`src/rtl/clock_pkg.sv`:
```
// Shared timekeeping definitions: BCD digit limits, the HH:MM time word
// used by the counter, alarm comparator and display, and a validity check.
package clock_pkg;

  localparam int DIGIT_W = 4;

  localparam logic [3:0] MAX_MS_HR       = 4'd2;
  localparam logic [3:0] MAX_LS_HR_AT_20 = 4'd3;
  localparam logic [3:0] MAX_MS_MIN      = 4'd5;
  localparam logic [3:0] MAX_LS_DIG      = 4'd9;

  // 16-bit HH:MM time, four BCD digits, most significant digit first
  typedef struct packed {
    logic [DIGIT_W-1:0] ms_hr;
    logic [DIGIT_W-1:0] ls_hr;
    logic [DIGIT_W-1:0] ms_min;
    logic [DIGIT_W-1:0] ls_min;
  } bcd_time_t;

  // True when t is a legal 24-hour time (00:00 .. 23:59)
  function automatic logic time_is_valid(input bcd_time_t t);
    logic ok;
    ok = (t.ms_hr <= MAX_MS_HR) && (t.ms_min <= MAX_MS_MIN) && (t.ls_min <= MAX_LS_DIG);
    if (t.ms_hr == MAX_MS_HR) begin
      ok = ok && (t.ls_hr <= MAX_LS_HR_AT_20);
    end else begin
      ok = ok && (t.ls_hr <= MAX_LS_DIG);
    end
    return ok;
  endfunction

endpackage

```
`src/rtl/bcd_time_incr.sv`:
```
// Combinational next-minute function on a BCD HH:MM time.
// wrap is raised when the input is 23:59 and the result rolls to 00:00.
module bcd_time_incr
  import clock_pkg::*;
(
  input  bcd_time_t cur,
  output bcd_time_t nxt,
  output logic      wrap
);

  // BCD carry chain: minutes units -> minutes tens -> hours
  always_comb begin
    nxt  = cur;
    wrap = 1'b0;
    if (cur.ls_min == MAX_LS_DIG) begin
      nxt.ls_min = 4'd0;
      if (cur.ms_min == MAX_MS_MIN) begin
        nxt.ms_min = 4'd0;
        if ((cur.ms_hr == MAX_MS_HR) && (cur.ls_hr == MAX_LS_HR_AT_20)) begin
          nxt.ms_hr = 4'd0;
          nxt.ls_hr = 4'd0;
          wrap      = 1'b1;
        end else if (cur.ls_hr == MAX_LS_DIG) begin
          nxt.ls_hr = 4'd0;
          nxt.ms_hr = cur.ms_hr + 4'd1;
        end else begin
          nxt.ls_hr = cur.ls_hr + 4'd1;
        end
      end else begin
        nxt.ms_min = cur.ms_min + 4'd1;
      end
    end else begin
      nxt.ls_min = cur.ls_min + 4'd1;
    end
  end

endmodule

```
`src/rtl/time_counter.sv`:
```
// Time-of-day register stage: advances HH:MM on each one_minute cycle,
// accepts validated time-set loads, and reports load/wrap events as
// single-cycle pulses. Priority: reset > load_new_time > one_minute.
module time_counter
  import clock_pkg::*;
#(
  parameter logic [7:0] RESET_HH = 8'h00,
  parameter logic [7:0] RESET_MM = 8'h00
)
(
  input  logic       clk,
  input  logic       reset,
  input  logic       one_minute,
  input  logic       load_new_time,
  input  logic [3:0] new_time_ms_hr,
  input  logic [3:0] new_time_ls_hr,
  input  logic [3:0] new_time_ms_min,
  input  logic [3:0] new_time_ls_min,
  output logic [3:0] current_time_ms_hr,
  output logic [3:0] current_time_ls_hr,
  output logic [3:0] current_time_ms_min,
  output logic [3:0] current_time_ls_min,
  output logic       reset_count,
  output logic       load_err,
  output logic       day_wrap
);

  localparam bcd_time_t RESET_TIME = {RESET_HH, RESET_MM};

  bcd_time_t time_r;
  bcd_time_t time_nxt_s;
  bcd_time_t incr_s;
  bcd_time_t new_time_s;
  logic      wrap_s;
  logic      reset_count_r, reset_count_nxt_s;
  logic      load_err_r,    load_err_nxt_s;
  logic      day_wrap_r,    day_wrap_nxt_s;

  assign new_time_s = {new_time_ms_hr, new_time_ls_hr, new_time_ms_min, new_time_ls_min};

  bcd_time_incr u_incr (
    .cur  (time_r),
    .nxt  (incr_s),
    .wrap (wrap_s)
  );

  // Next-state selection: a load (good or bad) always swallows a coincident tick
  always_comb begin
    time_nxt_s        = time_r;
    reset_count_nxt_s = 1'b0;
    load_err_nxt_s    = 1'b0;
    day_wrap_nxt_s    = 1'b0;
    if (load_new_time) begin
      if (time_is_valid(new_time_s)) begin
        time_nxt_s        = new_time_s;
        reset_count_nxt_s = 1'b1;
      end else begin
        load_err_nxt_s    = 1'b1;
      end
    end else if (one_minute) begin
      time_nxt_s     = incr_s;
      day_wrap_nxt_s = wrap_s;
    end else begin
      time_nxt_s = time_r;
    end
  end

  // State and pulse registers with synchronous active-low reset
  always_ff @(posedge clk) begin
    if (!reset) begin
      time_r        <= RESET_TIME;
      reset_count_r <= 1'b0;
      load_err_r    <= 1'b0;
      day_wrap_r    <= 1'b0;
    end else begin
      time_r        <= time_nxt_s;
      reset_count_r <= reset_count_nxt_s;
      load_err_r    <= load_err_nxt_s;
      day_wrap_r    <= day_wrap_nxt_s;
    end
  end

  assign current_time_ms_hr  = time_r.ms_hr;
  assign current_time_ls_hr  = time_r.ls_hr;
  assign current_time_ms_min = time_r.ms_min;
  assign current_time_ls_min = time_r.ls_min;
  assign reset_count         = reset_count_r;
  assign load_err            = load_err_r;
  assign day_wrap            = day_wrap_r;

endmodule
```
`config.mk`:
```
export PLATFORM = sky130hd
export DESIGN_NAME = time_counter
export DESIGN_NICKNAME = d
export VERILOG_FILES = /design/src/rtl/clock_pkg.sv /design/src/rtl/bcd_time_incr.sv /design/src/rtl/time_counter.sv
export SDC_FILE = /design/constraint.sdc
export NUM_CORES = 1
export LEC_CHECK = 0
export BUFFER_PORTS_ARGS = -buffer_cell sky130_fd_sc_hd__buf_4
export CAP_MARGIN = 15
export CORE_AREA = 2 2 58 60
export DETAILED_ROUTE_END_ITERATION = 12
export DIE_AREA = 0 0 60 62
export GPL_TIMING_DRIVEN = 0
export PLACE_DENSITY = 0.66
export SKIP_CTS_REPAIR_TIMING = 1
export SYNTH_ARGS = -nofsm -noshare
export SYNTH_HDL_FRONTEND = slang
export SYNTH_SLANG_ARGS = --single-unit
```
`constraint.sdc`:
```
create_clock -name clk -period 4.8 [get_ports clk]
set_input_delay 0.24 -clock clk [delete_from_list [all_inputs] [get_ports clk]]
set_output_delay 0.24 -clock clk [all_outputs]
set_load 0.02 [all_outputs]
```
==> results of run 1 <==
per-stage QoR:
stage          total power, mW  setup WS, ps  utilization  std cells
6_report                 0.306          2770        0.510        236
5_1_grt                  0.318          2550        0.510        236
4_1_cts                  0.308          2760        0.510        236
3_5_place_dp             0.223          2800        0.501        232
3_3_place_gp             0.222          2830        0.501        232
2_1_floorplan            0.198          2960            -        150
final cells by class:
| class | count | area, sq um |
|---|---|---|
| timing repair buffer | 36 | 270 |
| sequential | 19 | 380 |
| inverter | 8 | 30.0 |
| clock buffer | 3 | 22.5 |
| tap | 46 | 57.6 |
| buffer | 8 | 40.0 |
| multi-input combinational | 115 | 816 |
| fill | 326 | 1560 |
| clock inverter | 1 | 5.00 |
registers in the layout, summed over array words and instances, names as in the netlist:
signal               flops
day_wrap                 1
current_time_ls_hr       4
current_time_ms_hr       4
current_time_ms_min      4
load_err                 1
reset_count              1
current_time_ls_min      4
where the power goes:
| group | switching, mW | internal, mW |
|---|---|---|
| Clock | 0.0549 | 0.0311 |
| Sequential | 0.00317 | 0.160 |
| Combinational | 0.0311 | 0.0254 |
| Total | 0.0892 | 0.217 |
how the worst max path moves through the flow:
stage                                                   from                            endpoint  slack (ps)  cells after the start
after floorplan           current_time_ls_hr[0]$_SDFFE_PN0P_  current_time_ms_hr[2]$_SDFFE_PN0P_        2960                      6
after global placement    current_time_ls_hr[0]$_SDFFE_PN0P_  current_time_ms_hr[2]$_SDFFE_PN0P_        2830                      6
after detailed placement  current_time_ls_hr[0]$_SDFFE_PN0P_  current_time_ms_hr[3]$_SDFFE_PN0P_        2800                      6
after CTS                 current_time_ls_hr[0]$_SDFFE_PN0P_  current_time_ms_hr[3]$_SDFFE_PN0P_        2760                      6
after global routing      current_time_ls_hr[0]$_SDFFE_PN0P_  current_time_ms_hr[2]$_SDFFE_PN0P_        2550                      6
final                     current_time_ls_hr[0]$_SDFFE_PN0P_  current_time_ms_hr[3]$_SDFFE_PN0P_        2770                      6
per-layer routing:
layer | GRT usage | wire [microns] | part of all wire | up-vias
li1 | - | - | - | 656
met1 | 0.265 | 1560 | 0.46 | 625
met2 | 0.325 | 1660 | 0.49 | 44
met3 | 0.0186 | 148 | 0.043 | 4
met4 | 0.0635 | 41 | 0.012 | 0
met5 | 0 | 0 | 0 | -
kinds of logic after synthesis:
group                    Yosys count  share of synthesized area
flip-flops                        19                      0.300
XOR/XNOR                           1                    0.00692
AND/OR/NAND/NOR                   56                      0.262
AO/OA/AOI/OAI                     50                      0.304
buffers and inverters             16                     0.0553
multiplexers                       4                     0.0316
adder cells (fa/ha/maj)            4                     0.0395
worst min-delay path, cell delays in order:
cell,delay [ps]
buf_4,110
nand2_1,50
a21oi_1,50
synthesized netlist by cell type (3+ instances only):
cell type | instances | area, sq um
dfxtp_1 | 19 | 380
nor3_1 | 11 | 55.1
a221oi_1 | 5 | 43.8
a211oi_1 | 3 | 22.5
o21ai_0 | 4 | 20.0
o31ai_1 | 4 | 30.0
a21oi_1 | 12 | 60.1
nor2_1 | 6 | 22.5
nand2_1 | 15 | 56.3
clkbuf_1 | 5 | 18.8
ha_1 | 4 | 50.1
mux2i_1 | 4 | 40.0
nand3_1 | 4 | 20.0
a21o_1 | 3 | 22.5
inv_1 | 8 | 30.0
==> flow_metrics.py, run 1 <==
metrics = {
    "synth": {
        "synth.distinct_cells": 51,
        "synth.avg_cell_area_sq_um": 8.44,
        "synth_nets": 174,
        "ys_seq_area_frac": 0.300,
        "synth_ff_type": "dfxtp_1",
        "ys_seq_elements": 19,
        "syn_area_sq_um": 1270,
        "synth-edff-count": 0,
        "async_flop_share": 0,
        "synthCells": 150,
        "ys_warn_count": 0,
    },
    "critical_path": {
        "cp-end-kind": "flip-flop",
        "start_kind": "flip-flop",
        "required_ps": 5000,
        "crit_fanout": 9,
        "r2r_cells": 6,
        "reg2reg_to": "current_time_ms_hr[3]$_SDFFE_PN0P_",
        "arrival_ps": 2230,
        "crit_type": "reg -> reg",
        "r2r_setup_slack_ps": 2770,
        "cp_slowest_cell": "dfxtp_1",
        "path_delay_family": "simple AND/OR/NAND/NOR gates",
        "critPathMaxStageDelay_ps": 430,
        "reg2reg_from": "current_time_ls_hr[0]$_SDFFE_PN0P_",
        "crit_chain": "ha_1, nand4bb_1, nor3_2, nor3_1, o311ai_0, o31ai_1",
        "crit_buf_inv": 0,
    },
    "floorplanning": {
        "fp.dieH_microns": 62,
        "die_w_microns": 60,
        "coreArea_sq_um": 3180,
        "die_area_sq_um": 3720,
        "fp-row-count": 21,
        "io_pins": 39,
        "start_util": 0.398,
    },
    "status": {
        "status": "completed",
    },
    "clocking": {
        "clock_path_buffers": 2,
        "worstSkewPairLatency_ps": 310,
        "numCtsBuffers": 3,
        "cts_tree": "yes",
        "cts.sinks": 19,
        "clkTransAtPathRegs_ps": 130,
        "cts_max_level": 1,
        "cts_root_buf": "clkbuf_4",
    },
    "route": {
        "postRouteAntennaNets": 0,
        "drc_errors": 0,
        "vias": 1329,
        "drt_iter0_markers": 92,
        "vias_per_cell": 5.63,
        "drt_first_pass_iters": 4,
        "drt_wl_total_mm": 3.40,
        "drt-wirelength-per-cell_microns": 14.4,
    },
    "timing": {
        "finalSetupViolations": 0,
        "hold_viol": 0,
        "drv_slew": 0,
        "skew_ps": 19.2,
        "fin_crit_ps": 2030,
        "worst_hold_slack_ps": 185,
        "rsz0062_at_grt": "false",
        "worstMarginPinSlew_ps": 578,
        "slew_headroom": 0.615,
        "max_freq_mhz": 492,
        "finalSetupTns_ps": 0,
        "period_share": 0.423,
    },
    "final_layout": {
        "fin_nets": 215,
        "layout.cells.most_common": "buf_4",
        "drive_above_1_share": 0.295,
        "area_growth_pct": 28.1,
        "final_area_sq_um": 1620,
        "antenna_cells": 0,
        "layout_common_cells": "buf_4, dfxtp_1, nand2_1",
    },
    "placement": {
        "dp_hpwl_mm": 2.58,
        "io_buffers": 36,
        "globalplace.congestion": 0.857,
        "dpl_cell_area_sq_um": 1590,
    },
    "power_and_ir_drop": {
        "cellLeakagePower_nw": 0.680,
        "p_per_area_nw_per_um2": 189,
        "ir_drop_v": 0.000102,
    },
    "global_route": {
        "grt_pass1_wl_mm": 5.49,
        "grt_overflow": 0,
        "grt_pass1_vias": 1184,
        "grt_usage": 0.194,
        "antenna_found_initial": 0,
        "grt_max_degree": 12,
    },
    "flow_run": {
        "cap_viol_max_count": 0,
    },
    "min_path": {
        "hold_path_end": "current_time_ls_min[0]$_SDFFE_PN0P_",
        "hold_class": "in -> reg",
        "hold_start": "new_time_ls_min[0]",
        "hold_depth": 3,
    },
}
No activity file was read; power rests on OpenSTA's default activity.
==> run 2: changes to the inputs <==
clock period = 1.9 ns   (was 4.8 ns; I/O delays follow)
==> run 2 against run 1 <==
  * Global-route usage did not move
  * Final area rose by 1.3%
  * Critical path depth rose by 2
  * Clock power rose to 2.6 times the previous value
  * Fmax rose by 13%
  * Total power rose to 2.5 times the previous value
  * Sequential share of layout area fell by 0.15 points
  * Clock skew rose by 2.6 ps
  * Clock-buffer cell count did not move
  * Via count fell by 0.53%
  * Routed wire length rose by 1.7%
  * Worst hold slack got worse by 140 ps
==> flow_metrics.py, run 2 (synthesized netlist as in run 1, its figures left out) <==
metrics = {
    "status": {
        "status": "completed",
    },
    "power_and_ir_drop": {
        "p_per_area_nw_per_um2": 473,
        "ir_drop_v": 0.000259,
        "p_comb_frac": 0.185,
        "p_sw_frac": 0.294,
        "cellLeakagePower_nw": 0.682,
        "power_mw": 0.776,
        "seq_power_share": 0.532,
        "pwr-share-clk": 0.283,
        "switching_power_mw": 0.228,
        "internal_power_mw": 0.548,
    },
    "timing": {
        "slew_headroom": 0.594,
        "skew_ps": 21.7,
        "hold_viol": 0,
        "fin_crit_ps": 1790,
        "fin_ws_ps": 109,
        "worst_hold_slack_ps": 40.5,
        "period_share": 0.943,
        "finalSetupViolations": 0,
        "rsz0062_at_grt": "true",
        "worstMarginPinSlew_ps": 609,
        "drv_slew": 0,
        "finalSetupTns_ps": 0,
        "max_freq_mhz": 558,
    },
    "critical_path": {
        "path_delay_family": "simple AND/OR/NAND/NOR gates",
        "crit_type": "reg -> reg",
        "arrival_ps": 2000,
        "crit_chain": "inv_1, ha_1, nand4bb_1, nor3_4, buf_4, nor3_1, o311ai_1, o31ai_1",
        "critPathMaxStageDelay_ps": 390,
        "cp-end-kind": "flip-flop",
        "crit_fanout": 6,
        "crit_buf_inv": 2,
        "required_ps": 2110,
        "start_kind": "flip-flop",
        "reg2reg_from": "current_time_ms_hr[0]$_SDFFE_PN0P_",
        "crit_start": "current_time_ms_hr[0]$_SDFFE_PN0P_",
        "cp_slowest_cell": "dfxtp_1",
    },
    "placement": {
        "dpl_worst_slack_ps": -102,
        "io_buffers": 36,
        "dp_hpwl_mm": 2.58,
        "globalplace.congestion": 0.857,
    },
    "global_route": {
        "grt_usage": 0.194,
        "antenna_found_initial": 0,
        "grt_overflow": 0,
        "grt_pass1_wl_mm": 5.49,
        "grt_pass1_vias": 1184,
        "grt_max_degree": 12,
    },
    "final_layout": {
        "layout_common_cells": "buf_4, dfxtp_1, nand2_1",
        "drive_above_1_share": 0.314,
        "post-route-util": 0.517,
        "fillers": 326,
        "antenna_cells": 0,
        "layout.cells.most_common": "buf_4",
        "area_growth_pct": 29.7,
        "fin_nets": 216,
    },
    "floorplanning": {
        "fp.dieH_microns": 62,
        "start_util": 0.398,
        "coreArea_sq_um": 3180,
        "die_area_sq_um": 3720,
        "io_pins": 39,
        "die_w_microns": 60,
        "fp-row-count": 21,
    },
    "route": {
        "postRouteAntennaNets": 0,
        "drt_first_pass_iters": 5,
        "drc_errors": 0,
        "vias": 1322,
        "drt-wirelength-per-cell_microns": 14.6,
        "vias_per_cell": 5.58,
        "drt_iter0_markers": 86,
        "drt_wl_total_mm": 3.46,
    },
    "flow_run": {
        "cap_viol_max_count": 0,
    },
    "clocking": {
        "worstSkewPairLatency_ps": 320,
        "cts_root_buf": "clkbuf_4",
        "numCtsBuffers": 3,
        "cts_max_level": 1,
        "clock_path_buffers": 2,
        "clkTransAtPathRegs_ps": 130,
        "cts.sinks": 19,
        "cts_tree": "yes",
    },
    "min_path": {
        "hold_start": "new_time_ls_min[0]",
        "hold_class": "in -> reg",
    },
}
run 2: cell count changes in the layout (fill, tap and decap cells not counted), sizes merged:
cell and change:
buf +1
run 2: path summary, 6_finish.rpt:
kind,slack [ps],to,depth (start not counted)
worst max-delay path,110,current_time_ms_hr[2]$_SDFFE_PN0P_,8
worst min-delay path,40,current_time_ls_min[0]$_SDFFE_PN0P_,3
worst max register to register,110,current_time_ms_hr[2]$_SDFFE_PN0P_,8
worst min register to register,530,current_time_ls_hr[0]$_SDFFE_PN0P_,2
run 2: layer usage:
metal  routed length [microns]  global-route usage  share of wire
met2                      1700               0.325           0.49
met3                       149              0.0186          0.043
met5                         0                   0              0
met1                      1570               0.265           0.45
met4                        41              0.0635          0.012
run 2: area by class of cell:
cell class | count | area [sq um] | area share
timing repair buffer | 37 | 278 | 0.169
clock buffer | 3 | 22.5 | 0.0137
multi-input combinational | 115 | 827 | 0.503
clock inverter | 1 | 5.00 | 0.00305
inverter | 8 | 30.0 | 0.0183
sequential | 19 | 383 | 0.233
tap | 46 | 57.6 | 0.0350
buffer | 8 | 40.0 | 0.0244
run 2: power groups by stage:
stage / sequential, mW / combinational [mW] / clock [mW]
finish: 0.413 / 0.144 / 0.220
global route: 0.414 / 0.158 / 0.233
CTS: 0.413 / 0.143 / 0.223
detailed placement: 0.422 / 0.143 / 0
global placement: 0.421 / 0.141 / 0
floorplan: 0.428 / 0.0731 / 0
run 2: metrics by stage:
| step | std cells | area (sq um) |
|---|---|---|
| final | 237 | 1640 |
| after global routing | 237 | 1640 |
| after global placement | 232 | 1590 |
| after floorplan | 150 | 1270 |
| after CTS | 236 | 1620 |
| after detailed placement | 232 | 1590 |
run 2: tightest hold or removal path: stages:
cell	delay, ps
buf_4	110
nand2_1	50
a21oi_1	50
==> run 3: changes to the inputs <==
RECOVER_POWER = 50   (was not set)
==> run 3 against run 2 <==
  * Non-clock buffer count did not move
  * Routed wire length barely moved
  * Core utilization fell by 0.83 points
  * Total power barely moved
  * Flip-flop and latch count did not move
  * Largest power group unchanged
  * Highest routed layer unchanged
==> flow_metrics.py, run 3 (synthesized netlist as in run 1, its figures left out) <==
metrics = {
    "status": {
        "status": "completed",
    },
    "floorplanning": {
        "coreArea_sq_um": 3180,
        "die_area_sq_um": 3720,
        "fp.dieH_microns": 62,
        "fp-row-count": 21,
        "die_w_microns": 60,
        "start_util": 0.398,
        "io_pins": 39,
    },
    "timing": {
        "period_share": 0.935,
        "max_freq_mhz": 563,
        "slew_headroom": 0.597,
        "drv_slew": 0,
        "finalSetupViolations": 0,
        "fin_ws_ps": 123,
        "rsz0062_at_grt": "true",
        "fin_crit_ps": 1780,
        "skew_ps": 23.9,
        "worstMarginPinSlew_ps": 605,
        "hold_viol": 0,
    },
    "flow_run": {
        "cap_viol_max_count": 0,
    },
    "power_and_ir_drop": {
        "p_sw_frac": 0.297,
        "pwr-share-clk": 0.285,
        "seq_power_share": 0.532,
        "switching_power_mw": 0.230,
        "internal_power_mw": 0.545,
        "p_comb_frac": 0.183,
        "cellLeakagePower_nw": 0.652,
        "ir_drop_v": 0.000258,
        "p_per_area_nw_per_um2": 480,
    },
    "critical_path": {
        "crit_chain": "ha_1, nand4bb_1, nor3_4, buf_4, nor3_1, o311ai_1, o31ai_1",
        "cp_slowest_cell": "dfxtp_1",
        "r2r_cells": 7,
        "required_ps": 2110,
        "crit_fanout": 5,
        "critPathMaxStageDelay_ps": 430,
        "crit_buf_inv": 1,
        "crit_type": "reg -> reg",
        "cp.depth": 7,
        "path_delay_family": "simple AND/OR/NAND/NOR gates",
        "cp-end-kind": "flip-flop",
        "arrival_ps": 1990,
        "start_kind": "flip-flop",
    },
    "route": {
        "postRouteAntennaNets": 0,
        "vias_per_cell": 5.60,
        "drt_first_pass_iters": 4,
        "vias": 1328,
        "drc_errors": 0,
        "drt_wl_total_mm": 3.46,
        "drt-wirelength-per-cell_microns": 14.6,
        "drt_iter0_markers": 86,
    },
    "clocking": {
        "clkTransAtPathRegs_ps": 140,
        "numCtsBuffers": 3,
        "cts_root_buf": "clkbuf_4",
        "worstSkewPairLatency_ps": 320,
        "cts_max_level": 1,
        "cts.sinks": 19,
        "clock_path_buffers": 2,
        "cts_tree": "yes",
    },
    "min_path": {
        "hold_depth": 3,
        "hold_class": "in -> reg",
    },
    "final_layout": {
        "antenna_cells": 0,
        "post-route-util": 0.508,
        "layout.cells.most_common": "buf_4",
        "drive_above_1_share": 0.277,
        "fin_nets": 216,
        "area_growth_pct": 27.7,
        "layout_common_cells": "buf_4, dfxtp_1, nand2_1",
        "fin_cells": 237,
    },
    "global_route": {
        "grt_pass1_wl_mm": 5.49,
        "grt_overflow": 0,
        "grt_max_degree": 12,
        "antenna_found_initial": 0,
        "grt_pass1_vias": 1184,
        "grt_usage": 0.194,
    },
    "placement": {
        "io_buffers": 36,
        "dpl_worst_slack_ps": -102,
        "dp.cells": 232,
        "globalplace.congestion": 0.857,
        "dp_hpwl_mm": 2.58,
    },
}
==> run 3: changes by cell type in the layout (fill, tap and decap cells not counted), sizes merged <==
| cell | change |
|---|---|
| buf | -7 |
| clkbuf | +7 |
==> run 3: area by class of cell <==
class,count,area (sq um)
Tap cell,46,57.6
Timing Repair Buffer,37,251
Inverter,8,30.0
Buffer,8,40.0
Multi-Input combinational cell,115,827
Fill cell,332,1560
Sequential cell,19,383
Clock buffer,3,22.5
Clock inverter,1,5.00
==> run 3: per-layer routing <==
layer	wire length (microns)	vias up	track usage
li1	-	655	-
met1	1550	623	0.265
met2	1720	48	0.325
met3	173	2	0.0186
met4	14	0	0.0635
met5	0	-	0
==> run 3: tightest hold or removal path, cell delays in order <==
cell and delay (ps):
buf_4 110, nand2_1 50, a21oi_1 50
==> run 3: final timing paths <==
check / start / endpoint / slack [ps]
max: current_time_ms_hr[1]$_SDFFE_PN0P_ / current_time_ms_hr[2]$_SDFFE_PN0P_ / 120
min: new_time_ls_min[0] / current_time_ls_min[0]$_SDFFE_PN0P_ / 40
max reg2reg: current_time_ms_hr[1]$_SDFFE_PN0P_ / current_time_ms_hr[2]$_SDFFE_PN0P_ / 120
min reg2reg: current_time_ls_hr[0]$_SDFFE_PN0P_ / current_time_ls_hr[0]$_SDFFE_PN0P_ / 530
==> run 3: power groups by stage <==
| stage | Combinational, mW | Clock [mW] | Sequential (mW) |
|---|---|---|---|
| global route | 0.155 | 0.233 | 0.414 |
| detailed placement | 0.143 | 0 | 0.422 |
| global placement | 0.141 | 0 | 0.421 |
| floorplan | 0.0731 | 0 | 0.428 |
| finish | 0.142 | 0.221 | 0.413 |
| CTS | 0.143 | 0.223 | 0.413 |
==> run 3: metrics by stage <==
| step | TNS, ps | hold WS [ps] | instance area, sq um | total power [mW] |
|---|---|---|---|---|
| 2_1_floorplan | 0 | 231 | 1270 | 0.501 |
| 3_3_place_gp | -141 | 350 | 1590 | 0.562 |
| 3_5_place_dp | -194 | 362 | 1590 | 0.564 |
| 4_1_cts | -276 | 38.1 | 1620 | 0.778 |
| 5_1_grt | -31.6 | 49.9 | 1620 | 0.802 |
| 6_report | 0 | 39.8 | 1620 | 0.776 |
